$ cat src/rtl/mac_ctrl_sequencer.sv
// -----------------------------------------------------------------------------
// mac_ctrl_sequencer
// Generates the per-element ctrl word and the weight/ifmap RAM read address
// stream for the PE/accumulator chain. A run is num_kernels kernels of
// kernel_len elements each, followed by a single flush beat that closes the
// last kernel at the accumulator, followed by a one-cycle done pulse.
//
// Ports
//   clk          in   1           rising-edge clock
//   rst_n        in   1           asynchronous active-low reset
//   start        in   1           run request, sampled only while idle
//   kernel_len   in   LEN_WIDTH   elements per kernel, latched on accepted start
//   num_kernels  in   LEN_WIDTH   kernels per run, latched on accepted start
//   base_addr    in   ADDR_WIDTH  first read address, latched on accepted start
//   stall        in   1           backpressure; freezes issue while high
//   ctrl         out  CTRL_WIDTH  registered ctrl word: [0] valid,
//                                 [MSB] kernel boundary, [MSB-1:1] kernel index
//   rd_en        out  1           RAM read enable (mirrors ctrl[0])
//   rd_addr      out  ADDR_WIDTH  RAM read address, valid when rd_en = 1
//   busy         out  1           high from accepted start until done
//   done         out  1           one-cycle pulse at run end
// -----------------------------------------------------------------------------
module mac_ctrl_sequencer #(
  parameter int CTRL_WIDTH = 9,
  parameter int ADDR_WIDTH = 8,
  parameter int LEN_WIDTH  = 8
) (
  input  logic                  clk,
  input  logic                  rst_n,
  input  logic                  start,
  input  logic [LEN_WIDTH-1:0]  kernel_len,
  input  logic [LEN_WIDTH-1:0]  num_kernels,
  input  logic [ADDR_WIDTH-1:0] base_addr,
  input  logic                  stall,
  output logic [CTRL_WIDTH-1:0] ctrl,
  output logic                  rd_en,
  output logic [ADDR_WIDTH-1:0] rd_addr,
  output logic                  busy,
  output logic                  done
);

  localparam logic [1:0] S_IDLE  = 2'd0;
  localparam logic [1:0] S_ISSUE = 2'd1;
  localparam logic [1:0] S_FLUSH = 2'd2;
  localparam logic [1:0] S_DONE  = 2'd3;

  logic [1:0]            r_state;
  logic [LEN_WIDTH-1:0]  r_len;
  logic [LEN_WIDTH-1:0]  r_nk;
  logic [LEN_WIDTH-1:0]  r_elem;
  logic [LEN_WIDTH-1:0]  r_kern;
  // Next address to issue. Elements of consecutive kernels are contiguous,
  // so base + k*len + e is just a running increment (wraps naturally).
  logic [ADDR_WIDTH-1:0] r_addr;
  // Set for a zero-length run: DONE spends one extra cycle so the done
  // pulse lands two edges after the accepted start.
  logic                  r_zero;
  logic [CTRL_WIDTH-1:0] r_ctrl;
  logic [ADDR_WIDTH-1:0] r_rd_addr;
  logic                  r_busy;
  logic                  r_done;

  logic [CTRL_WIDTH-1:0] w_beat;
  logic [CTRL_WIDTH-1:0] w_flush;
  logic                  w_last_elem;
  logic                  w_last_kern;

  assign w_last_elem = (r_elem == (r_len - LEN_WIDTH'(1)));
  assign w_last_kern = (r_kern == (r_nk - LEN_WIDTH'(1)));

  // Assemble the data beat and flush beat ctrl words.
  always_comb begin
    w_beat                   = '0;
    w_beat[0]                = 1'b1;
    w_beat[CTRL_WIDTH-1]     = (r_elem == '0);
    w_beat[CTRL_WIDTH-2:1]   = r_kern[CTRL_WIDTH-3:0];
    w_flush                  = '0;
    w_flush[CTRL_WIDTH-1]    = 1'b1;
    w_flush[CTRL_WIDTH-2:1]  = r_nk[CTRL_WIDTH-3:0];
  end

  // Sequencer FSM, counters and registered outputs.
  always_ff @(posedge clk or negedge rst_n) begin
    if (!rst_n) begin
      r_state   <= S_IDLE;
      r_len     <= '0;
      r_nk      <= '0;
      r_elem    <= '0;
      r_kern    <= '0;
      r_addr    <= '0;
      r_zero    <= 1'b0;
      r_ctrl    <= '0;
      r_rd_addr <= '0;
      r_busy    <= 1'b0;
      r_done    <= 1'b0;
    end else begin
      case (r_state)
        S_IDLE: begin
          r_ctrl <= '0;
          r_done <= 1'b0;
          if (start) begin
            r_len  <= kernel_len;
            r_nk   <= num_kernels;
            r_addr <= base_addr;
            r_elem <= '0;
            r_kern <= '0;
            r_busy <= 1'b1;
            if ((kernel_len == '0) || (num_kernels == '0)) begin
              r_zero  <= 1'b1;
              r_state <= S_DONE;
            end else begin
              r_zero  <= 1'b0;
              r_state <= S_ISSUE;
            end
          end else begin
            r_state <= S_IDLE;
          end
        end
        S_ISSUE: begin
          if (stall) begin
            // Bubble: counters and rd_addr hold.
            r_ctrl <= '0;
          end else begin
            r_ctrl    <= w_beat;
            r_rd_addr <= r_addr;
            r_addr    <= r_addr + ADDR_WIDTH'(1);
            if (w_last_elem) begin
              r_elem <= '0;
              r_kern <= r_kern + LEN_WIDTH'(1);
              if (w_last_kern) begin
                r_state <= S_FLUSH;
              end else begin
                r_state <= S_ISSUE;
              end
            end else begin
              r_elem <= r_elem + LEN_WIDTH'(1);
            end
          end
        end
        S_FLUSH: begin
          if (stall) begin
            r_ctrl <= '0;
          end else begin
            r_ctrl  <= w_flush;
            r_state <= S_DONE;
          end
        end
        S_DONE: begin
          r_ctrl <= '0;
          if (r_zero) begin
            r_zero <= 1'b0;
            r_done <= 1'b0;
          end else begin
            r_done  <= 1'b1;
            r_busy  <= 1'b0;
            r_state <= S_IDLE;
          end
        end
        default: begin
          r_state <= S_IDLE;
          r_ctrl  <= '0;
          r_busy  <= 1'b0;
          r_done  <= 1'b0;
        end
      endcase
    end
  end

  assign ctrl    = r_ctrl;
  assign rd_en   = r_ctrl[0];
  assign rd_addr = r_rd_addr;
  assign busy    = r_busy;
  assign done    = r_done;

endmodule

$ cat config.mk
export PLATFORM = sky130hd
export DESIGN_NAME = mac_ctrl_sequencer
export DESIGN_NICKNAME = d
export VERILOG_FILES = /design/src/rtl/mac_ctrl_sequencer.sv
export SDC_FILE = /design/constraint.sdc
export NUM_CORES = 1
export LEC_CHECK = 0
export ABC_AREA = 1
export CAP_MARGIN = 30
export CORE_MARGIN = 3
export CORE_UTILIZATION = 25
export CTS_BUF_LIST = sky130_fd_sc_hd__clkbuf_8
export CTS_CLUSTER_SIZE = 30
export DETAILED_ROUTE_END_ITERATION = 10
export GPL_TIMING_DRIVEN = 0
export SYNTH_ARGS = -nofsm -noshare
export SYNTH_HDL_FRONTEND = slang
export SYNTH_SLANG_ARGS = --single-unit
$ cat constraint.sdc
create_clock -name clk -period 1.6 [get_ports clk]
set_input_delay 0.32 -clock clk [delete_from_list [all_inputs] [get_ports clk]]
set_output_delay 0.32 -clock clk [all_outputs]
set_load 0.02 [all_outputs]
==> results.tsv <==
stage	metric	value	unit
drt	route.detailed.vias_per_inst	4.480	
logic_synthesis	synthFlopType	sky130_fd_sc_hd__dfrtp_1	
logic_synthesis	post_synth_mux_area_share	0	
logic_synthesis	synth-adder-area-share	0.03508	
sta	grt_setup_unrepaired	yes	
run	cap_violations	0	
cts	cts-root-to-sink-buffers	2	
cells_and_area	layout.filler_cells	1423	
sta	timing.final.crit_period	1785	ps
drt	first_drt_pass_iteration_count	6	
cts	clock_latency	360	ps
outcome	status	finished, violations left	
cts	cts.reportedPaths.clkPinSlew	70	ps
critical_path	critical_path.cell_chain	inv_2 > ha_4 > nand2_2 > inv_2 > nor2_2 > nand2_1 > nor2_2 > nand3_1 > nor2_1 > nand2_2 > nand2_8 > buf_6 > nand3_2 > nand2_1	
cells_and_area	n_antenna_cell	0	
logic_synthesis	synth_area	0.003567	sq mm
power	power_density	1701	mW/mm^2
critical_path	critPathSlowestCell	sky130_fd_sc_hd__dfrtp_1	
critical_path	cp.required	1890	ps
cts	cts-htree-levels	3	
cells_and_area	share_of_post_route_cells_with_drive_strength_above_1	0.2238	
sta	final.period_utilization	1.115	
floorplanning	floorplan.die_area	0.01574	sq mm
logic_synthesis	async_flop_share	1.000	
drt	initialDrtViolationCount	163	
logic_synthesis	post_synth_xor_area_fraction	0.05156	
place	numPlacedInstances	709	
power	leakagePower	2.426	nW
logic_synthesis	portion_of_the_post_synthesis_area_used_by_sequential_elements	0.4349	
logic_synthesis	yosys_register_bits	62	
global_routing	grt_pass1_wl	15470	microns
cells_and_area	syn_to_layout_area_delta	41.92	%
power	power.ir.vdd_worst	567.1	uV
worst_hold_path	type_of_the_tightest_min_delay_check	in -> async	
place	placement.setup.worst_slack	-651.0	ps
floorplanning	rows	43	
sta	fmax	560.4	MHz
logic_synthesis	post_synth_num_cell_types	31	
sta	hold_viol	0	
critical_path	timing.setup.critical_path_class	reg -> reg	
floorplanning	floorplan.die.height	125.5	microns
floorplanning	core_area	0.01393	sq mm
floorplanning	start_util	0.2560	
drt	post_drt_wl_per_cell	12.74	microns
logic_synthesis	post_synth_inst_count	482	
cts	cts.sink_count	62	
cts	root_buffer_cell	sky130_fd_sc_hd__clkbuf_8	
global_routing	grt.total_usage	0.1210	
floorplanning	die_width	125.5	microns
drt	ant_nets	0	
logic_synthesis	compound_gate_fraction_of_synth_area	0.1140	
global_routing	grt_pass1_vias	3184	
place	numPortBuffers	47	
global_routing	antenna_found_initial	0	
sta	slew_of_the_pin_with_the_lowest_slew_margin	803.4	ps
sta	slew_headroom	0.4644	
cells_and_area	final_net_count	605	
outcome	violations	setup timing	
cells_and_area	most-common-layout-cells	sky130_fd_sc_hd__nand2_1, sky130_fd_sc_hd__inv_1, sky130_fd_sc_hd__dfrtp_1, sky130_fd_sc_hd__nor2_1, sky130_fd_sc_hd__o21ai_0	
sta	fin_skew	12.75	ps
cts	tritoncts	built	
place	gp_routability_congestion	0.8501	
logic_synthesis	synth.net_count	520	
logic_synthesis	synthSimpleGateAreaFrac	0.2687	
global_routing	globalRoute.totalOverflow	0	
cts	post_cts_hold_buffer_count	0	
critical_path	timing.critical_path.slowest_cell_delay	410	ps
drt	drt_wl_total	9584	microns
place	place.detailed.hpwl	6696	microns
critical_path	timing.critical_path.to_type	flop	
logic_synthesis	synth_warnings	0	
floorplanning	boundaryPins	48	
drt	detailroute.via_count	3369	
cts	numCtsBuffers	9	
critical_path	cp-start-kind	flop	
logic_synthesis	main_combinational_cell_family_by_area_after_synthesis	simple AND/OR/NAND/NOR gates	
critical_path	cp_max_fo	8	
sta	final-max-slew-violation-count	0	
logic_synthesis	syn_avg_cell_area	7.401	sq um
critical_path	critical_path_arrival	2080	ps
cells_and_area	layout_commonest_cell	sky130_fd_sc_hd__nand2_1	
global_routing	grt_max_degree	63	
sta	fin_ws	-184.5	ps
sta	setup_total_negative_slack	-3440	ps
cells_and_area	area_of_all_placed_cells_without_fillers	0.005062	sq mm
drt	drc	0	
cells_and_area	postLayoutCoreUtil	0.3633	
logic_synthesis	count_of_flip_flops_with_a_built_in_enable_after_synthesis	0	
cells_and_area	final_cells	752	
place	post_dp_cell_area	0.004327	sq mm
sta	finalSetupViolations	26	
path summary, 6_finish.rpt:
| check | slack [ps] | end | cells after the start | start |
|---|---|---|---|---|
| worst min register to register | 480 | rd_addr[2] | 2 | rd_addr[2] |
| worst max register to register | -180 | r_kern[3] | 14 | r_len[0] |
| min in group clk | 480 | rd_addr[2] | 2 | rd_addr[2] |
| max in group asynchronous | 970 | r_state[0] | 1 | rst_n |
| worst max-delay path | -180 | r_kern[3] | 14 | r_len[0] |
| worst min-delay path | 50 | ctrl[3] | 1 | rst_n |
kinds of logic after synthesis:
family | count (synthesis)
AOI/OAI and AO/OA | 72
xor gates and xnor gates | 21
adders and majority gates | 10
buffers and inverters | 87
DFF | 62
and+or+nand+nor | 230
sequential cells by signal (all words and copies together), names as in the netlist:
| name | count |
|---|---|
| ctrl | 9 |
| r_kern | 8 |
| r_elem | 8 |
| rd_addr | 8 |
| done | 1 |
| r_state | 2 |
| r_nk | 8 |
| r_zero | 1 |
| r_len | 8 |
| busy | 1 |
| r_addr | 8 |
power breakdown:
| group | internal (mW) | switching (mW) | total [mW] |
|---|---|---|---|
| clock | 0.881 | 0.692 | 1.57 |
| sequential | 2.04 | 0.474 | 2.52 |
| combinational | 1.98 | 2.54 | 4.52 |
area by class of cell:
type,instances,area [sq um],share of cell area
multi-input cells,333,1966,0.3883
flip-flops and latches,62,1553,0.3067
repair buffers,74,704.4,0.1391
inverters,74,277.8,0.05487
well taps,180,225.2,0.04449
clock buffers,9,123.9,0.02447
plain buffers,13,115.1,0.02274
clock inverters,7,97.59,0.01928
timing repair:
action	4_1_cts	5_1_grt
cloned	3	0
endpoints found under the setup margin	79	46
pin swaps	13	13
setup buffers	17	9
resized for setup	75	47
stage by stage:
| stage | power, mW | hold slack [ps] |
|---|---|---|
| after floorplan | 4.864 | 24.41 |
| after CTS | 8.265 | 78.63 |
| after detailed placement | 5.930 | 467.3 |
| after global routing | 9.293 | 85.03 |
| final | 8.611 | 45.80 |
| after global placement | 5.839 | 466.1 |
layer usage:
layer | wire (microns) | up-vias | GRT usage
met5 | 0 | - | 0
met4 | 95 | 0 | 0.03189
met3 | 422 | 8 | 0.03545
met2 | 4391 | 68 | 0.1860
met1 | 4675 | 1571 | 0.1669
li1 | - | 1722 | -
synth_stat cells, drive strengths merged (2+ instances only):
library cell	n	area share
a32o	2	0.0056
nand3	36	0.051
nand2	133	0.14
xnor2	7	0.017
nor2	44	0.046
inv	74	0.078
nand4	5	0.0088
nor4	2	0.0035
buf	5	0.0095
dfrtp	62	0.43
ha	10	0.035
xor2	14	0.034
nor3	7	0.013
clkbuf	8	0.0084
or2	2	0.0035
o21ai	45	0.063
o22ai	9	0.016
a21oi	11	0.019
worst max-delay path, delay by kind of cell (launching register included):
family / cells / cell delay (ps)
flops: 1 / 410
simple gates: 10 / 830
fa+ha+maj: 1 / 210
buf+inv: 3 / 270
No activity file was read; power rests on OpenSTA's default activity.
